`src/rtl/data_memory_lsu.sv`:
```
// data_memory_lsu: byte-addressed RV32 data RAM with B/H/W loads/stores, req/ready in, one-cycle rvalid/err out.
// Define DATA_MEMORY_LSU_SPLIT_EN to split word-crossing accesses over two cycles; otherwise misaligned accesses error.
module data_memory_lsu #(
  parameter int DEPTH_WORDS = 64,
  parameter int ADDR_W      = 32
) (
  input  logic              clk,
  input  logic              rst_n,
  input  logic              req,
  input  logic              we,
  input  logic [1:0]        size,
  input  logic              unsigned_ld,
  input  logic [ADDR_W-1:0] addr,
  input  logic [31:0]       wdata,
  output logic              ready,
  output logic              rvalid,
  output logic [31:0]       rdata,
  output logic              err
);
  localparam int AW = $clog2(DEPTH_WORDS);

`ifdef DATA_MEMORY_LSU_SPLIT_EN
  typedef enum logic [1:0] {S_IDLE, S_RESP, S_SPLIT} state_t;
`else
  typedef enum logic {S_IDLE, S_RESP} state_t;
`endif

  logic [31:0]       r_mem [DEPTH_WORDS];
  state_t            r_state;
  logic              r_rvalid;
  logic              r_err;
  logic [31:0]       r_rdata;

  logic [1:0]        w_off;
  logic [AW-1:0]     w_idx;
  logic              w_accept;
  logic [1:0]        w_nm1;
  logic [3:0]        w_base;
  logic [ADDR_W:0]   w_last;
  logic              w_oor;
  logic              w_bad;
  logic [1:0]        w_ext_off;
  logic [1:0]        w_ext_size;
  logic              w_ext_uns;
  logic [31:0]       w_sh;
  logic [31:0]       w_ld;
  logic              w_wr_en;
  logic [AW-1:0]     w_wr_idx;
  logic [3:0]        w_wr_be;
  logic [31:0]       w_wr_dat;

`ifdef DATA_MEMORY_LSU_SPLIT_EN
  logic              r_ready;
  logic              r_we;
  logic [1:0]        r_off;
  logic [1:0]        r_size;
  logic              r_uns;
  logic [AW-1:0]     r_idx_hi;
  logic [3:0]        r_be_hi;
  logic [31:0]       r_wd_hi;
  logic [31:0]       r_lo;
  logic              w_cross;
  logic [7:0]        w_be;
  logic [63:0]       w_wd;
  logic [55:0]       w_span;

  assign ready = r_ready;
`else
  logic              w_misal;
  logic [3:0]        w_be;
  logic [31:0]       w_wd;

  assign ready = 1'b1;
`endif

  assign w_off    = addr[1:0];
  assign w_idx    = addr[AW+1:2];
  assign w_accept = req && ready;
  assign rvalid   = r_rvalid;
  assign rdata    = r_rdata;
  assign err      = r_err;

  // Range check uses the last byte touched, with a carry bit so address wrap counts as out of range.
  always_comb begin
    case (size)
      2'b00:   begin w_nm1 = 2'd0; w_base = 4'b0001; end
      2'b01:   begin w_nm1 = 2'd1; w_base = 4'b0011; end
      default: begin w_nm1 = 2'd3; w_base = 4'b1111; end
    endcase
    w_last = {1'b0, addr} + {{(ADDR_W-1){1'b0}}, w_nm1};
    w_oor  = |w_last[ADDR_W:AW+2];
`ifdef DATA_MEMORY_LSU_SPLIT_EN
    w_cross = (size == 2'b01 && w_off == 2'd3) || (size == 2'b10 && w_off != 2'd0);
    w_bad   = (size == 2'b11) || w_oor;
    w_be    = {4'b0000, w_base} << w_off;
    w_wd    = {32'h0, wdata} << {w_off, 3'b000};
`else
    w_misal = (size == 2'b01 && w_off[0]) || (size == 2'b10 && w_off != 2'd0);
    w_bad   = (size == 2'b11) || w_oor || w_misal;
    w_be    = w_base << w_off;
    w_wd    = wdata << {w_off, 3'b000};
`endif
  end

  // Load alignment: in SPLIT the second word supplies the upper bytes of the span.
`ifdef DATA_MEMORY_LSU_SPLIT_EN
  always_comb begin
    if (r_state == S_SPLIT) begin
      w_span     = {r_mem[r_idx_hi][23:0], r_lo};
      w_ext_off  = r_off;
      w_ext_size = r_size;
      w_ext_uns  = r_uns;
    end else begin
      w_span     = {24'h0, r_mem[w_idx]};
      w_ext_off  = w_off;
      w_ext_size = size;
      w_ext_uns  = unsigned_ld;
    end
    w_sh = w_span[{w_ext_off, 3'b000} +: 32];
  end
`else
  assign w_ext_off  = w_off;
  assign w_ext_size = size;
  assign w_ext_uns  = unsigned_ld;
  assign w_sh       = r_mem[w_idx] >> {w_ext_off, 3'b000};
`endif

  always_comb begin
    case (w_ext_size)
      2'b00:   w_ld = {{24{~w_ext_uns & w_sh[7]}}, w_sh[7:0]};
      2'b01:   w_ld = {{16{~w_ext_uns & w_sh[15]}}, w_sh[15:0]};
      default: w_ld = w_sh;
    endcase
  end

  always_comb begin
    w_wr_en  = w_accept && we && !w_bad;
    w_wr_idx = w_idx;
    w_wr_be  = w_be[3:0];
    w_wr_dat = w_wd[31:0];
`ifdef DATA_MEMORY_LSU_SPLIT_EN
    if (r_state == S_SPLIT && r_we) begin
      w_wr_en  = 1'b1;
      w_wr_idx = r_idx_hi;
      w_wr_be  = r_be_hi;
      w_wr_dat = r_wd_hi;
    end
`endif
  end

  always_ff @(posedge clk) begin
    if (w_wr_en) begin
      for (int b = 0; b < 4; b++) begin
        if (w_wr_be[b]) r_mem[w_wr_idx][8*b +: 8] <= w_wr_dat[8*b +: 8];
      end
    end
  end

  always_ff @(posedge clk or negedge rst_n) begin
    if (!rst_n) begin
      r_state  <= S_IDLE;
      r_rvalid <= 1'b0;
      r_err    <= 1'b0;
      r_rdata  <= '0;
`ifdef DATA_MEMORY_LSU_SPLIT_EN
      r_ready  <= 1'b1;
      r_we     <= 1'b0;
      r_off    <= '0;
      r_size   <= '0;
      r_uns    <= 1'b0;
      r_idx_hi <= '0;
      r_be_hi  <= '0;
      r_wd_hi  <= '0;
      r_lo     <= '0;
`endif
    end else begin
      case (r_state)
`ifdef DATA_MEMORY_LSU_SPLIT_EN
        S_SPLIT: begin
          r_state  <= S_RESP;
          r_ready  <= 1'b1;
          r_rvalid <= 1'b1;
          r_err    <= 1'b0;
          r_rdata  <= r_we ? '0 : w_ld;
        end
`endif
        default: begin
          if (!w_accept) begin
            r_state  <= S_IDLE;
            r_rvalid <= 1'b0;
            r_err    <= 1'b0;
            r_rdata  <= '0;
`ifdef DATA_MEMORY_LSU_SPLIT_EN
          end else if (w_cross && !w_bad) begin
            r_state  <= S_SPLIT;
            r_ready  <= 1'b0;
            r_rvalid <= 1'b0;
            r_err    <= 1'b0;
            r_rdata  <= '0;
            r_we     <= we;
            r_off    <= w_off;
            r_size   <= size;
            r_uns    <= unsigned_ld;
            r_idx_hi <= w_idx + 1'b1;
            r_be_hi  <= w_be[7:4];
            r_wd_hi  <= w_wd[63:32];
            r_lo     <= r_mem[w_idx];
`endif
          end else begin
            r_state  <= S_RESP;
            r_rvalid <= 1'b1;
            r_err    <= w_bad;
            r_rdata  <= (w_bad || we) ? '0 : w_ld;
          end
        end
      endcase
    end
  end

endmodule

```
`config.mk`:
```
export PLATFORM = sky130hd
export DESIGN_NAME = data_memory_lsu
export DESIGN_NICKNAME = d
export VERILOG_FILES = /design/src/rtl/data_memory_lsu.sv
export SDC_FILE = /design/constraint.sdc
export NUM_CORES = 2
export LEC_CHECK = 0
export ABC_AREA = 1
export BUFFER_PORTS_ARGS = -buffer_cell sky130_fd_sc_hd__buf_2
export CORE_MARGIN = 1
export CORE_UTILIZATION = 45
export CTS_CLUSTER_SIZE = 40
export DETAILED_ROUTE_END_ITERATION = 10
export SLEW_MARGIN = 20
export SYNTH_ARGS = -nofsm -noshare
export SYNTH_HDL_FRONTEND = slang
export SYNTH_SLANG_ARGS = --single-unit
```
`constraint.sdc`:
```
create_clock -name clk -period 2.9 [get_ports clk]
set_input_delay 0.435 -clock clk [delete_from_list [all_inputs] [get_ports clk]]
set_output_delay 0.435 -clock clk [all_outputs]
set_load 0.005 [all_outputs]
```
**Yosys cells after proc, flatten, opt, wreduce, memory -nomap -nowiden**

Memories as Yosys holds them, arrays and structs flattened.
Index checks and enable logic that the tools add are counted.
W data, S select, Z words.

- Register bits: 34
- Bits in latches: 0
- Memory bits (writable): 2048
- ROM bits: 0
- Output and inout bits: 35
- Logic and storage cells: 45
- Memories: 1

Memories:

| memory | words | bits a word | read ports | clocked after Yosys merged registers in | write ports | line | source |
|---|---|---|---|---|---|---|---|
| r_mem | 64 | 32 | 1 | 0 | 1 | 28 | `logic [31:0] r_mem [DEPTH_WORDS];` |

- Add/sub/neg operators: 1
- Multiply operators: 0
- Divide/modulo/power cells: 0
- Magnitude comparators: 0
- Eq/ne operators: 3
- Shifts and indexed selects: 3
- Muxes and demuxes: 19
- Bitwise gates (word level): 3
- Reduce and logical (&&, ||, !) cells: 12

Operator list:

| kind | number |
|---|---|
| $mux W32 | 2 |
| $pmux W32 S2 | 1 |
| $add A32 B2 Y33 | 1 |
| $shl A32 B5 Y32 | 1 |
| $shr A32 B5 Y32 | 1 |
| $reduce_or A25 Y1 | 1 |
| $mux W1 | 14 |
| $pmux W4 S2 | 1 |
| $eq A2 B2 Y1 const B | 2 |
| $logic_and A1 B1 Y1 | 4 |
| $logic_or A1 B1 Y1 | 4 |
| $pmux W2 S2 | 1 |
| $shl A4 B2 Y4 | 1 |
| $and A1 B1 Y1 | 2 |
| $eq A2 B1 Y1 const B | 1 |
| $logic_not A2 Y1 | 1 |
| $reduce_bool A2 Y1 | 1 |
| $logic_not A1 Y1 | 1 |
| $not A1 Y1 | 1 |

**Logic depth before layout (Yosys ltp)**

- Depth in word-level cells: 10
- Gate-level depth with buffers: 21

**Worst setup path after synthesis**

OpenSTA, ideal clock, no wires.

- Path kind: in2reg
- From: in addr[0]
- To: mem r_mem[0][24], data pin
- Setup time: 0.702 ns
- Data arrival time: 3.826 ns
- Required time: 2.198 ns
- Path slack: -1.627 ns
- Stages: 5
- Buffers on the path: 3
- Cells stage by stage: buf_2 -> clkbuf_1 -> buf_1 -> o21ai_0 -> o21ai_0

- Word-level cells in the longest chain between the ends: 1

RTL lines:

| item | line | source |
|---|---|---|
| start, declared | 13 | `input logic [ADDR_W-1:0] addr,` |
| $shl A32 B5 Y32 | 101 | `w_wd = wdata << {w_off, 3'b000};` |
| net w_wd[24] | 71 | `logic [31:0] w_wd;` |
| end, declared | 28 |  |

The timed path passes the listed nets, and every way through them passes these cells.

**Worst setup path in the final report**

- From: in size[1]
- To: mem r_mem[38][25], enable pin

- Word-level cells in the longest chain between the ends: 10
- Elaborated cells between the ends (all ways): 19
- Classes of those cells: add/sub: 1; eq/ne: 3; shift: 1; mux: 5; reduce/logical: 9

RTL lines:

| item | line | source |
|---|---|---|
| start, declared | 11 | `input logic [1:0] size,` |
| $eq A2 B1 Y1 or $logic_not A2 Y1 (tied branches) | 85, 98 |  |
| $pmux W2 S2 | 85 | `case (size)` |
| $add A32 B2 Y33 | 90 | `w_last = {1'b0, addr} + {{(ADDR_W-1){1'b0}}, w_nm1};` |
| $reduce_or A25 Y1 | 91 | `w_oor = \|w_last[ADDR_W:AW+2];` |
| $logic_or A1 B1 Y1 (2 in a row) | 99 | `w_bad = (size == 2'b11) \|\| w_oor \|\| w_misal;` |
| $logic_not A1 Y1 | 137 | `w_wr_en = w_accept && we && !w_bad;` |
| $logic_and A1 B1 Y1 | 137 |  |
| $mux W1 (*) | 152 | `if (w_wr_en) begin` |
| $mux W1 (implied by the code) (*) | 154 | `if (w_wr_be[b]) r_mem[w_wr_idx][8*b +: 8] <= w_wr_dat[8*b +: 8];` |

Mark *: on every way between the ends. The rest lies on a longest branch, timed or not.

==> results.json <==
{
  "outcome": "finished, final reports clean",
  "synthMuxAreaShare": 0,
  "path_delay_family": "buffers and inverters",
  "ys.flop_type": "edfxtp_1",
  "core-area_um2": 190000,
  "cts_sinks": 2082,
  "postSynthAreaPerCell_um2": 11.4,
  "cts_tree": "yes",
  "grt_overflow": 0,
  "synth_area_leaders": "edfxtp_1 72%, nand2_1 12%, a21oi_1 3.4%, nor2_1 2.8%, o21ai_0 2.1%",
  "hp-class": "in -> reg",
  "required_ns": 3.46,
  "grt_pass1_vias": 59546,
  "fillers": 15789,
  "dpl_cell_area_um2": 97400,
  "max-slew-margin-rel": 0.301,
  "startpoint_type": "input pin",
  "synth_edf_count": 2048,
  "finalClockSkew_ns": 0.0288,
  "path_common_cell": "buf_4",
  "ir_worst_vdd_mv": 0.726,
  "async_flop_share": 0.0163,
  "dp_slack_ns": -0.360,
  "seq_area_frac_synth": 0.725,
  "finalCriticalPeriod_ns": 2.78,
  "grt_use_total": 0.300,
  "io_pins": 106,
  "synth_compound_area_frac": 0.0728,
  "tns_ns": 0,
  "area_growth_pct": 21.6,
  "clkTransAtPathRegs_ns": 0.06,
  "vias_per_cell": 5.61,
  "powerDensity_nw_per_um2": 628,
  "routed_wirelength_um": 293000,
  "critPathArrivalTime_ns": 3.34,
  "synth_seq_cells": 2082,
  "dpl.hpwl_um": 198000,
  "leakagePower_nw": 38.6,
  "crit_type": "in -> reg",
  "dr.pass1.iters": 6,
  "dp.cells": 10720,
  "clock_latency_ns": 0.87,
  "setup_viol": 0,
  "fin_ws_ns": 0.118,
  "yosys.area.top_type": "edfxtp_1",
  "path_buf_inv": 6,
  "synth_adder_area_share": 0,
  "synth_cells": 7566,
  "ant_nets": 0,
  "die_w_um": 439,
  "drtIter0Drc": 8391,
  "synth-simple-area-share": 0.166,
  "hp-start": "unsigned_ld",
  "gp_congestion": 1.01,
  "path_cells": "dlygate4sd3_1, buf_4, nand2_2, nand2_4, nand3_4, nor2_4, nand3_1, a21oi_2, buf_4, nand3_2, nor2_8, buf_4, nand4_4, buf_12, nor2_1, buf_4",
  "rsz0062_at_grt": "no",
  "nets": 8498,
  "grt_first_pass_wirelength_um": 413000,
  "finalHoldViolCount": 0,
  "finalPower_w": 0.0657,
  "yosys_warnings": 0,
  "cts_max_level": 4,
  "grt_max_degree": 89,
  "synth_xor_area_frac": 0.000815,
  "fmax_mhz": 359,
  "drive_above_1_share": 0.179,
  "drc": 0,
  "cts_root_buf": "clkbuf_16",
  "synth_area_um2": 86000,
  "cp_max_fo": 44,
  "critPathMaxStageDelay_ns": 0.58,
  "clockBufferDepth": 3,
  "start_util": 0.453,
  "synth_fp_nets": 7637,
  "avgRoutedWirePerCell_um": 26.3,
  "drv_slew": 0,
  "rows": 160,
  "synth_top_area_share": 0.715,
  "vias": 62453,
  "antenna_found_initial": 30,
  "crit_slowest_cell": "dlygate4sd3_1",
  "max-cap-violations": 0,
  "die_y_um": 439,
  "tightestPinTransition_ns": 1.05,
  "final-instance-count-excl-fill": 11138,
  "synth_top_family_by_area": "simple AND/OR/NAND/NOR gates",
  "io_buffers": 104,
  "synthDistinctLibCells": 45,
  "rr_startpoint": "r_mem[55][15]",
  "stdcell_area_um2": 105000,
  "end_kind": "register",
  "critPathLaunch": "size[1]",
  "die-area_um2": 193000,
  "numCtsBuffers": 208,
  "min_period_over_period": 0.959
}
sequential cells by signal, indices dropped and copies added (netlist names):
signal	count
r_mem	2048
rdata	32
err	1
rvalid	1
logic make-up (layout without fill, tap and decap cells):
group,count (synthesis),after routing
AO/OA/AOI/OAI,1168,1168
other,1,21
buffers and inverters,690,1731
XOR/XNOR,8,8
flip-flops,2082,2082
AND/OR/NAND/NOR,3617,3617
stage by stage:
stage / util / hold slack, ns
after global routing: 0.550 / 0.146
after floorplan: - / 0.139
after CTS: 0.550 / 0.0464
after global placement: 0.513 / 0.582
after detailed placement: 0.513 / 0.598
final: 0.550 / 0.107
routing by layer:
| layer | track usage | share of wire | up-vias |
|---|---|---|---|
| li1 | - | - | 27781 |
| met1 | 0.396 | 0.38 | 30228 |
| met2 | 0.455 | 0.45 | 3697 |
| met3 | 0.0711 | 0.11 | 729 |
| met4 | 0.172 | 0.061 | 18 |
| met5 | 0 | 0.00041 | - |
repair_timing:
| action | in CTS | in global routing |
|---|---|---|
| hold buffers | 4 | 0 |
| setup buffers | 0 | 2 |
| gates resized for setup | 0 | 10 |
| endpoints found under the hold margin | 38 | 0 |
| endpoints found under the setup margin | 0 | 1142 |
cells in the final DEF (no fill, tap or decap), types with 46 or more instances in the layout:
master / instances
clkbuf_16: 211
o21ai_0: 355
or2_2: 57
nand3_1: 127
edfxtp_1: 2048
buf_4: 796
buf_2: 100
nor2_1: 615
inv_1: 251
nand2_1: 2663
a21oi_1: 579
buf_12: 169
clkinv_1: 46
o22ai_1: 112
worst paths after layout:
path	slack [ns]	to	cells past startpoint
worst max-delay path	0.12	r_mem[38][25]	16
worst min-delay path	0.11	rdata[15]	7
worst max register to register	0.25	rdata[18]	15
worst min register to register	1.12	rdata[2]	10
max in group asynchronous	2.05	rdata[1]	2
min in group asynchronous	0.28	rdata[14]	2
worst register-to-register path: stages (launching register included):
cell	delay, ns
edfxtp_1	0.35
or2_2	0.29
nand2_1	0.08
nand2_1	0.08
o21ai_0	0.50
nand2_1	0.16
nor2_1	0.13
buf_4	0.20
nand2_1	0.07
nand2_1	0.07
nand3_1	0.11
nand2_1	0.10
nand3_2	0.13
buf_12	0.18
nand2_1	0.07
nor2_1	0.04
power breakdown:
part           internal, W  total (W)  switching (W)
Sequential          0.0332     0.0332    0.000000458
Combinational      0.00149    0.00506        0.00357
Clock               0.0157     0.0274         0.0116
layout make-up:
type	count	area (um^2)	share of cell area
clock buffer	252	5390	0.0516
inverter	267	1020	0.00978
antenna	20	50.0	0.000479
timing repair buffer	1074	9990	0.0955
tap	2511	3140	0.0300
clock inverter	138	1560	0.0149
sequential	2082	62300	0.596
multi-input combinational	4794	21100	0.201
synthesized netlist by cell type, types with 5 or more instances:
master,number
nand4_1,19
o21ai_1,14
a21oi_1,580
buf_1,56
or2_2,57
o211ai_1,21
nor3_1,29
inv_1,251
buf_2,163
nand3_2,5
dfrtp_1,34
o22a_1,33
xor2_1,8
nand2_1,2670
nand3_1,127
inv_2,12
o22ai_1,112
nand3b_1,19
clkbuf_1,171
edfxtp_1,2048
nor2_2,16
buf_4,8
a22oi_1,28
nor2_1,649
o21ai_0,369
nand2_2,5
buf_6,25
No activity file was read; power rests on OpenSTA's default activity.
